`src/rtl/sequence_generator.sv`:
```
// Serial pattern transmitter: captures a pattern word on START and shifts it
// out MSB-first (PATTERN[LEN-1] first), repeating REPEAT+1 times with GAP
// idle cycles between repetitions.
// Ports:
//   CLK, RST         rising-edge clock, synchronous active-high reset
//   START            begin a transmission (accepted only while idle)
//   PATTERN, LEN     pattern bits and bits per repetition (0 or >WIDTH -> WIDTH)
//   REPEAT, GAP      extra repetitions and idle cycles between repetitions
//   X, VALID         serial bit and its qualifier (registered)
//   BUSY, DONE       transmission in progress / one-cycle completion pulse
module sequence_generator #(
   parameter  int unsigned WIDTH = 8,
   parameter  int unsigned CNT_W = 4,
   localparam int unsigned LW    = $clog2(WIDTH) + 1
) (
   input  logic             CLK,
   input  logic             RST,
   input  logic             START,
   input  logic [WIDTH-1:0] PATTERN,
   input  logic [LW-1:0]    LEN,
   input  logic [CNT_W-1:0] REPEAT,
   input  logic [1:0]       GAP,
   output logic             X,
   output logic             VALID,
   output logic             BUSY,
   output logic             DONE
);

   typedef enum logic [1:0] {S_IDLE, S_SHIFT, S_GAP} state_t;

   state_t           state_q, state_d;
   logic [WIDTH-1:0] sh_q, sh_d;         // remaining bits, next bit at MSB
   logic [WIDTH-1:0] pat_q, pat_d;       // left-aligned copy for reloads
   logic [LW-1:0]    len_q, len_d;
   logic [LW-1:0]    bit_cnt_q, bit_cnt_d;
   logic [CNT_W-1:0] rep_q, rep_d;
   logic [1:0]       gap_q, gap_d;
   logic [1:0]       gap_cnt_q, gap_cnt_d;
   logic             x_q, x_d;
   logic             valid_q, valid_d;
   logic             busy_q, busy_d;
   logic             done_q, done_d;

   logic [LW-1:0]    len_clamp_c;
   logic [WIDTH-1:0] align_c;

   // Clamp LEN and left-align the pattern so its first bit sits at the MSB
   always_comb begin
      len_clamp_c = LEN;
      if (LEN == '0 || LEN > LW'(WIDTH)) begin
         len_clamp_c = LW'(WIDTH);
      end
      align_c = PATTERN << (LW'(WIDTH) - len_clamp_c);
   end

   // State and output registers
   always_ff @(posedge CLK) begin
      if (RST) begin
         state_q   <= S_IDLE;
         sh_q      <= '0;
         pat_q     <= '0;
         len_q     <= '0;
         bit_cnt_q <= '0;
         rep_q     <= '0;
         gap_q     <= '0;
         gap_cnt_q <= '0;
         x_q       <= 1'b0;
         valid_q   <= 1'b0;
         busy_q    <= 1'b0;
         done_q    <= 1'b0;
      end else begin
         state_q   <= state_d;
         sh_q      <= sh_d;
         pat_q     <= pat_d;
         len_q     <= len_d;
         bit_cnt_q <= bit_cnt_d;
         rep_q     <= rep_d;
         gap_q     <= gap_d;
         gap_cnt_q <= gap_cnt_d;
         x_q       <= x_d;
         valid_q   <= valid_d;
         busy_q    <= busy_d;
         done_q    <= done_d;
      end
   end

   // Next state: the registered outputs describe the cycle after each edge
   always_comb begin
      state_d   = state_q;
      sh_d      = sh_q;
      pat_d     = pat_q;
      len_d     = len_q;
      bit_cnt_d = bit_cnt_q;
      rep_d     = rep_q;
      gap_d     = gap_q;
      gap_cnt_d = gap_cnt_q;
      x_d       = 1'b0;
      valid_d   = 1'b0;
      busy_d    = 1'b0;
      done_d    = 1'b0;

      case (state_q)
         S_IDLE: begin
            if (START) begin
               pat_d     = align_c;
               len_d     = len_clamp_c;
               rep_d     = REPEAT;
               gap_d     = GAP;
               x_d       = align_c[WIDTH-1];
               sh_d      = {align_c[WIDTH-2:0], 1'b0};
               bit_cnt_d = LW'(1);
               valid_d   = 1'b1;
               busy_d    = 1'b1;
               state_d   = S_SHIFT;
            end
         end

         S_SHIFT: begin
            if (bit_cnt_q < len_q) begin
               x_d       = sh_q[WIDTH-1];
               sh_d      = {sh_q[WIDTH-2:0], 1'b0};
               bit_cnt_d = bit_cnt_q + LW'(1);
               valid_d   = 1'b1;
               busy_d    = 1'b1;
            end else if (rep_q != '0) begin
               rep_d  = rep_q - CNT_W'(1);
               busy_d = 1'b1;
               if (gap_q == 2'd0) begin
                  x_d       = pat_q[WIDTH-1];
                  sh_d      = {pat_q[WIDTH-2:0], 1'b0};
                  bit_cnt_d = LW'(1);
                  valid_d   = 1'b1;
               end else begin
                  sh_d      = pat_q;
                  gap_cnt_d = 2'd1;
                  state_d   = S_GAP;
               end
            end else begin
               done_d  = 1'b1;
               state_d = S_IDLE;
            end
         end

         S_GAP: begin
            busy_d = 1'b1;
            if (gap_cnt_q < gap_q) begin
               gap_cnt_d = gap_cnt_q + 2'd1;
            end else begin
               x_d       = sh_q[WIDTH-1];
               sh_d      = {sh_q[WIDTH-2:0], 1'b0};
               bit_cnt_d = LW'(1);
               valid_d   = 1'b1;
               state_d   = S_SHIFT;
            end
         end

         default: begin
            state_d = S_IDLE;
         end
      endcase
   end

   assign X     = x_q;
   assign VALID = valid_q;
   assign BUSY  = busy_q;
   assign DONE  = done_q;

endmodule

```
`config.mk`:
```
export PLATFORM = sky130hd
export DESIGN_NAME = sequence_generator
export DESIGN_NICKNAME = d
export VERILOG_FILES = /design/src/rtl/sequence_generator.sv
export SDC_FILE = /design/constraint.sdc
export NUM_CORES = 1
export LEC_CHECK = 0
export CORE_MARGIN = 2
export CORE_UTILIZATION = 25
export DETAILED_ROUTE_END_ITERATION = 16
export PLACE_DENSITY = 0.51
export SETUP_SLACK_MARGIN = 0.4
export SYNTH_ARGS = -nofsm -noshare
export SYNTH_HDL_FRONTEND = slang
export SYNTH_SLANG_ARGS = --single-unit
```
`constraint.sdc`:
```
create_clock -name CLK -period 3.2 [get_ports CLK]
set_clock_uncertainty 0.1 [all_clocks]
set_input_delay 0.48 -clock CLK [delete_from_list [all_inputs] [get_ports CLK]]
set_output_delay 0.48 -clock CLK [all_outputs]
set_load 0.01 [all_outputs]
```
# After elaboration in Yosys (flattened, before gate mapping)
# Cells that the tools add are included.
classes:
  n_addsub: 4
  magnitude_cmp: 3
  n_eq_ne: 11
  shifts: 1
  mux: 44
  bitwise_logic: 1
  reduce_logical: 15
ops:
  columns: ["cell", "count"]
  rows:
  - ["2-to-1 mux 8 bit", 5]
  - ["2-to-1 mux 4 bit", 9]
  - ["case mux 8 bit (3 select lines)", 1]
  - ["2-to-1 mux 2 bit", 9]
  - ["2-to-1 mux 1 bit", 13]
  - ["inequality test 2 bit, second input constant", 6]
  - ["case mux 4 bit (3 select lines)", 1]
  - ["AND reduction 4 bit", 3]
  - ["AND reduction 5 bit", 2]
  - ["inequality test 3 bit, second input constant", 3]
  - ["case mux 1 bit (3 select lines)", 3]
  - ["case mux 4 bit (2 select lines)", 1]
  - ["<< shifter 8 x 4 -> 8 bit", 1]
  - ["case mux 2 bit (3 select lines)", 1]
  - ["adder 4 x 1 -> 4 bit, second input constant", 1]
  - ["> comparator 4 bit, second input constant", 1]
  - ["logical NOT 2 bit", 2]
  - ["logical NOT 4 bit", 1]
  - ["less-than comparator 4 bit", 1]
  - ["case mux 2 bit (2 select lines)", 1]
  - ["nonzero test 2 bit", 2]
  - ["nonzero test 4 bit", 1]
  - ["subtractor 4 x 1 -> 4 bit, second input constant", 1]
  - ["subtractor 4 bit, first input constant", 1]
  - ["other kinds (9)", 9]
totals:
  ff_bits: 38
  inputBits: 21
  word_cells: 91

# Logic depth before layout (Yosys ltp)
depth:
  depth_word: 7
  ltp_mapped: 10
  ltp_nobuf: 8

# Least setup slack after synthesis
# Ideal clock, no wire load.
synth_timing:
  path_type: "input to register"
  start: "in LEN[0]"
  end: "reg x_q (netlist: X)"
  setup_time_ns: 0.074
  t_arrival_ns: 2.409
  required_ns: 3.026
  slack_ns: 0.617
  stages: 8
  n_path_buf: 1
  path_cell_list: "nor2b_1 buf_2 clkinv_1 ha_1 xor2_1 mux4_2 nand2b_1 a31oi_1"
synth_via:
  elab_chain_cells: 7
  word_cells_on_any_way: 8
  cone_classes: "add/sub: 1; order compare: 1; shift: 1; mux: 3; reduce/logical: 2"
synth_lines:
  columns: ["element", "line", "source"]
  rows:
  - ["start, declared", "20", "input logic [LW-1:0] LEN,"]
  - ["> comparator 4 bit / logical NOT 4 bit (equally long branches)", "50", "if (LEN == '0 || LEN > LW'(WIDTH)) begin"]
  - ["logical OR 1 bit", "50", null]
  - ["2-to-1 mux 4 bit *", "50", null]
  - ["subtractor 4 bit *", "53", "align_c = PATTERN << (LW'(WIDTH) - len_clamp_c);"]
  - ["<< shifter 8 x 4 -> 8 bit *", "53", null]
  - ["2-to-1 mux 1 bit *", "104", "if (START) begin"]
  - ["case mux 1 bit (3 select lines) *", "102", "case (state_q)"]
  - ["end signal, assigned", "67", "x_q <= 1'b0;"]
  - ["end signal, assigned", "80", "x_q <= x_d;"]
  - ["end, declared", "39", "logic x_q, x_d;"]
# Mark *: on every way between the ends. The rest lies on a longest branch, timed or not.
# A chain may end at the register's enable or synchronous reset.

# Final worst setup path
layout_timing:
  start: "in LEN[0]"
  end: "reg sh_q[6]"
layout_via:
  elab_chain_cells: 7
  word_cells_on_any_way: 8
  cone_classes: "add/sub: 1; order compare: 1; shift: 1; mux: 3; reduce/logical: 2"
layout_lines:
  columns: ["element", "line", "source"]
  rows:
  - ["> comparator 4 bit / logical NOT 4 bit (equally long branches)", "50", null]
  - ["logical OR 1 bit", "50", null]
  - ["2-to-1 mux 4 bit *", "50", null]
  - ["subtractor 4 bit *", "53", null]
  - ["<< shifter 8 x 4 -> 8 bit *", "53", null]
  - ["2-to-1 mux 8 bit *", "104", null]
  - ["case mux 8 bit (3 select lines) *", "102", null]
  - ["end signal, assigned", "60", "sh_q <= '0;"]
  - ["end signal, assigned", "73", "sh_q <= sh_d;"]
  - ["end, declared", "32", "logic [WIDTH-1:0] sh_q, sh_d;"]
# Mark *: on every way between the ends. The rest lies on a longest branch, timed or not. The select of a mux whose other input is x is not followed.

==> summary.md <==
| Metric | Value |
|---|---|
| Max Cap Viol | `0` |
| Postcts setup bufs | `0` |
| Overall power | `2.11 mW` |
| FF+latch count, synth | `38` |
| Vias per cell | `a little over 5` |
| Worst-path clk slew | `roughly 0.070 ns` |
| Worst-path cell chain | `clkdlybuf4s50_1, nor2b_1, clkinv_1, ha_1, clkinv_1, nor3_1, a211oi_1, o32ai_1` |
| H-tree levels | `2` |
| Final Setup Violations | `0` |
| First-pass GRT wire length | `~11,000 um` |
| Post-route DRC | `0` |
| Fill cells | `1,067` |
| Hold Violations, Final | `0` |
| RSZ-0062 raised after global routing | `false` |
| Synth Warn # | `0` |
| Fin Hold WS | `around 0.37 ns` |
| CP Launch Type | `primary input` |
| Setup crit end kind | `flip-flop` |
| Grt ovf | `0` |
| Die area | `10,600 um^2` |
| Layout cells sized above 1 | `0.103` |
| Setup WS post-layout | `0.572 ns` |
| Die Height | `between 100 and 150 um` |
| Cts bufs inserted | `5` |
| Cell count after synthesis | `295` |
| Initial Util | `0.253` |
| Clk_lat worst skew | `0.28 ns` |
| Wire length per cell | `14.5 um` |
| Post-synthesis sequential area ratio | `0.312` |
| Power Density | `721 nW/um^2` |
| Req. time, crit path | `between 3 and 4 ns` |
| Post-CTS resize count | `0` |
| Cell variety after synth | `55` |
| Total negative slack | `0 ns` |
| Core Box Area | `around 9600 um^2` |
| DPL Wire Length | `4930 um` |
| Final WL | `approximately 6600 um` |
| Kind of critical path | `primary input to flip-flop` |
| Largest net degree at the start of global routing | `33` |
| Hold Crit Class | `flip-flop to flip-flop` |
| Layout Utilization | `0.304` |
| Post-route cell area | `2930 um^2` |
| Port buffer count | `24` |
| Met2 Use GR | `0.220` |
| GR peak layer | `met2` |
| IR drop worst, VDD | `about 0.25 mV` |
| Slew Viols, Final | `0` |
| Min Tclk post-route | `between 2 and 3 ns` |
| Antenna fix cells | `0` |
| Finished Layout Cells | `453` |
| Area grow syn2layout | `20.2%` |
| Initial antenna violation count | `0` |
| Post-placement cell area | `2850 um^2` |
| Inst Count DP | `446` |
| Ys flop type | `dfxtp_1` |
| I/O pin count | `25` |
| Met3 Use GR | `0.0312` |
| Detail Route Antenna Nets | `0` |
| Actual slew at the worst max-slew pin | `0.771 ns` |
| Clk buf depth | `2` |
| FFs w/ async S/R, synth | `0` |
| Crit-path max FO | `9` |
| Drt first-iter violations | `90` |
| Fin crit share | `0.821` |
| CTS tree | `built` |
| Clk sinks | `38` |
| Via count | `2,279` |
| Worst relative slew slack | `0.483` |
| # hold bufs at CTS | `0` |
| Vias in the first global route | `about 2,300` |
| Number of synthesized flops with an enable pin | `0` |
| Mean area per synthesized cell | `8.26 um^2` |
| Mapped Area | `2440 um^2` |
| Final nets | `353` |
| Gpl congestion | `0.874` |
| Outcome | `complete, no violations` |
| Clock root cell | `clkbuf_8` |
| Post-synthesis net count | `328` |
| Drt first pass iters | `4` |
| Family with the most delay on the worst path | `buffers and inverters` |
| P_leak | `1.04 nW` |
| Die X | `103 um` |
| Post-Place Worst Slack | `0.292 ns` |
| CP Data Arrival Time | `2.72 ns` |
| Fmax | `around 380 MHz` |
| WP buf/inv | `3` |
| Max incr delay on CP | `0.53 ns` |
| Slowest CP cell | `clkdlybuf4s50_1` |
| Site Rows | `36` |
| Most common cell on crit path | `clkinv_1` |
| GRT Total Usage | `0.132` |
| Met1 Use GR | `0.172` |
[flip-flops by register name, indices dropped and copies added (netlist names)]
name and cells:
state_q 2, pat_q 8, len_q 4, X 1, gap_cnt_q 2, rep_q 4
BUSY 1, bit_cnt_q 4, DONE 1, sh_q 8, VALID 1, gap_q 2
[synthesized netlist by cell type (2+ instances only)]
cell | instances | area [um^2]
clkinv_1 | 2 | 7.51
a211oi_1 | 4 | 30.0
or4_1 | 3 | 22.5
a311oi_1 | 2 | 17.5
a221oi_1 | 4 | 35.0
nand2_1 | 28 | 105
mux4_2 | 2 | 45.0
or2_2 | 3 | 18.8
inv_1 | 25 | 93.8
a311o_1 | 2 | 20.0
clkbuf_1 | 10 | 37.5
nand3_1 | 6 | 30.0
nor2_1 | 18 | 67.6
mux2i_1 | 16 | 160
a21o_1 | 2 | 15.0
a211o_1 | 2 | 17.5
o22ai_1 | 2 | 12.5
a31oi_1 | 8 | 50.1
o32ai_1 | 7 | 61.3
nand2b_1 | 5 | 31.3
xor2_1 | 2 | 17.5
dfxtp_1 | 38 | 761
nor2b_1 | 4 | 25.0
a31o_2 | 2 | 17.5
o221a_2 | 7 | 78.8
nor3_1 | 11 | 55.1
nand4_1 | 4 | 25.0
a21oi_1 | 26 | 130
o31ai_1 | 6 | 45.0
o21ai_0 | 8 | 40.0
ha_1 | 12 | 150
[path summary, 6_finish.rpt]
check | slack, ns | endpoint | from | depth (start not counted)
setup / recovery | 0.57 | sh_q[6]$_SDFFE_PP0P_ | LEN[0] | 8
hold / removal | 0.37 | len_q[2]$_SDFFE_PP0P_ | len_q[2]$_SDFFE_PP0P_ | 2
setup reg to reg | 0.65 | bit_cnt_q[3]$_SDFFE_PP0P_ | state_q[1]$_SDFFE_PP0P_ | 7
hold reg to reg | 0.37 | len_q[2]$_SDFFE_PP0P_ | len_q[2]$_SDFFE_PP0P_ | 2
[kinds of logic after synthesis]
| kind of cell | Yosys count | synth area share |
|---|---|---|
| and+or+nand+nor | 94 | 0.196 |
| AOI/OAI and AO/OA | 88 | 0.265 |
| DFF | 38 | 0.312 |
| muxes | 19 | 0.0888 |
| xor gates and xnor gates | 3 | 0.0108 |
| adders and majority gates | 12 | 0.0616 |
| buffers and inverters | 41 | 0.0657 |
[per-layer routing]
| layer | share of wire | routed length, um | vias to the layer above |
|---|---|---|---|
| li1 | - | - | 1143 |
| met1 | 0.48 | 3140 | 1105 |
| met2 | 0.48 | 3160 | 27 |
| met3 | 0.031 | 201 | 4 |
| met4 | 0.0091 | 60 | 0 |
| met5 | 0 | 0 | - |
[worst min-delay path, stage by stage, from the launching register on]
cell     delay [ns]
dfxtp_1        0.32
nand2_1        0.05
a21oi_1        0.06
[power breakdown]
part | internal, mW | switching (mW) | total, mW
sequential | 0.598 | 0.0719 | 0.670
clock | 0.150 | 0.165 | 0.315
combinational | 0.459 | 0.667 | 1.13
[cell type report]
| class | instances | area (um^2) | area share |
|---|---|---|---|
| repair buffers | 32 | 300 | 0.103 |
| well taps | 133 | 166 | 0.0568 |
| inverters | 27 | 101 | 0.0346 |
| clock buffers | 7 | 76.3 | 0.0261 |
| multi-input cells | 216 | 1520 | 0.520 |
| flip-flops and latches | 38 | 761 | 0.260 |
[cell usage in the layout, fill, tap and decap left out, drive strengths merged, types with 12 or more instances in the layout]
master,synthesis,routed
a21oi,26,26
clkdlybuf4s50,0,24
dfxtp,38,38
ha,12,12
inv,25,25
mux2i,16,16
nand2,28,28
nor2,18,18
nor3,12,12
Note: power is estimated with default switching activity, not from simulation.
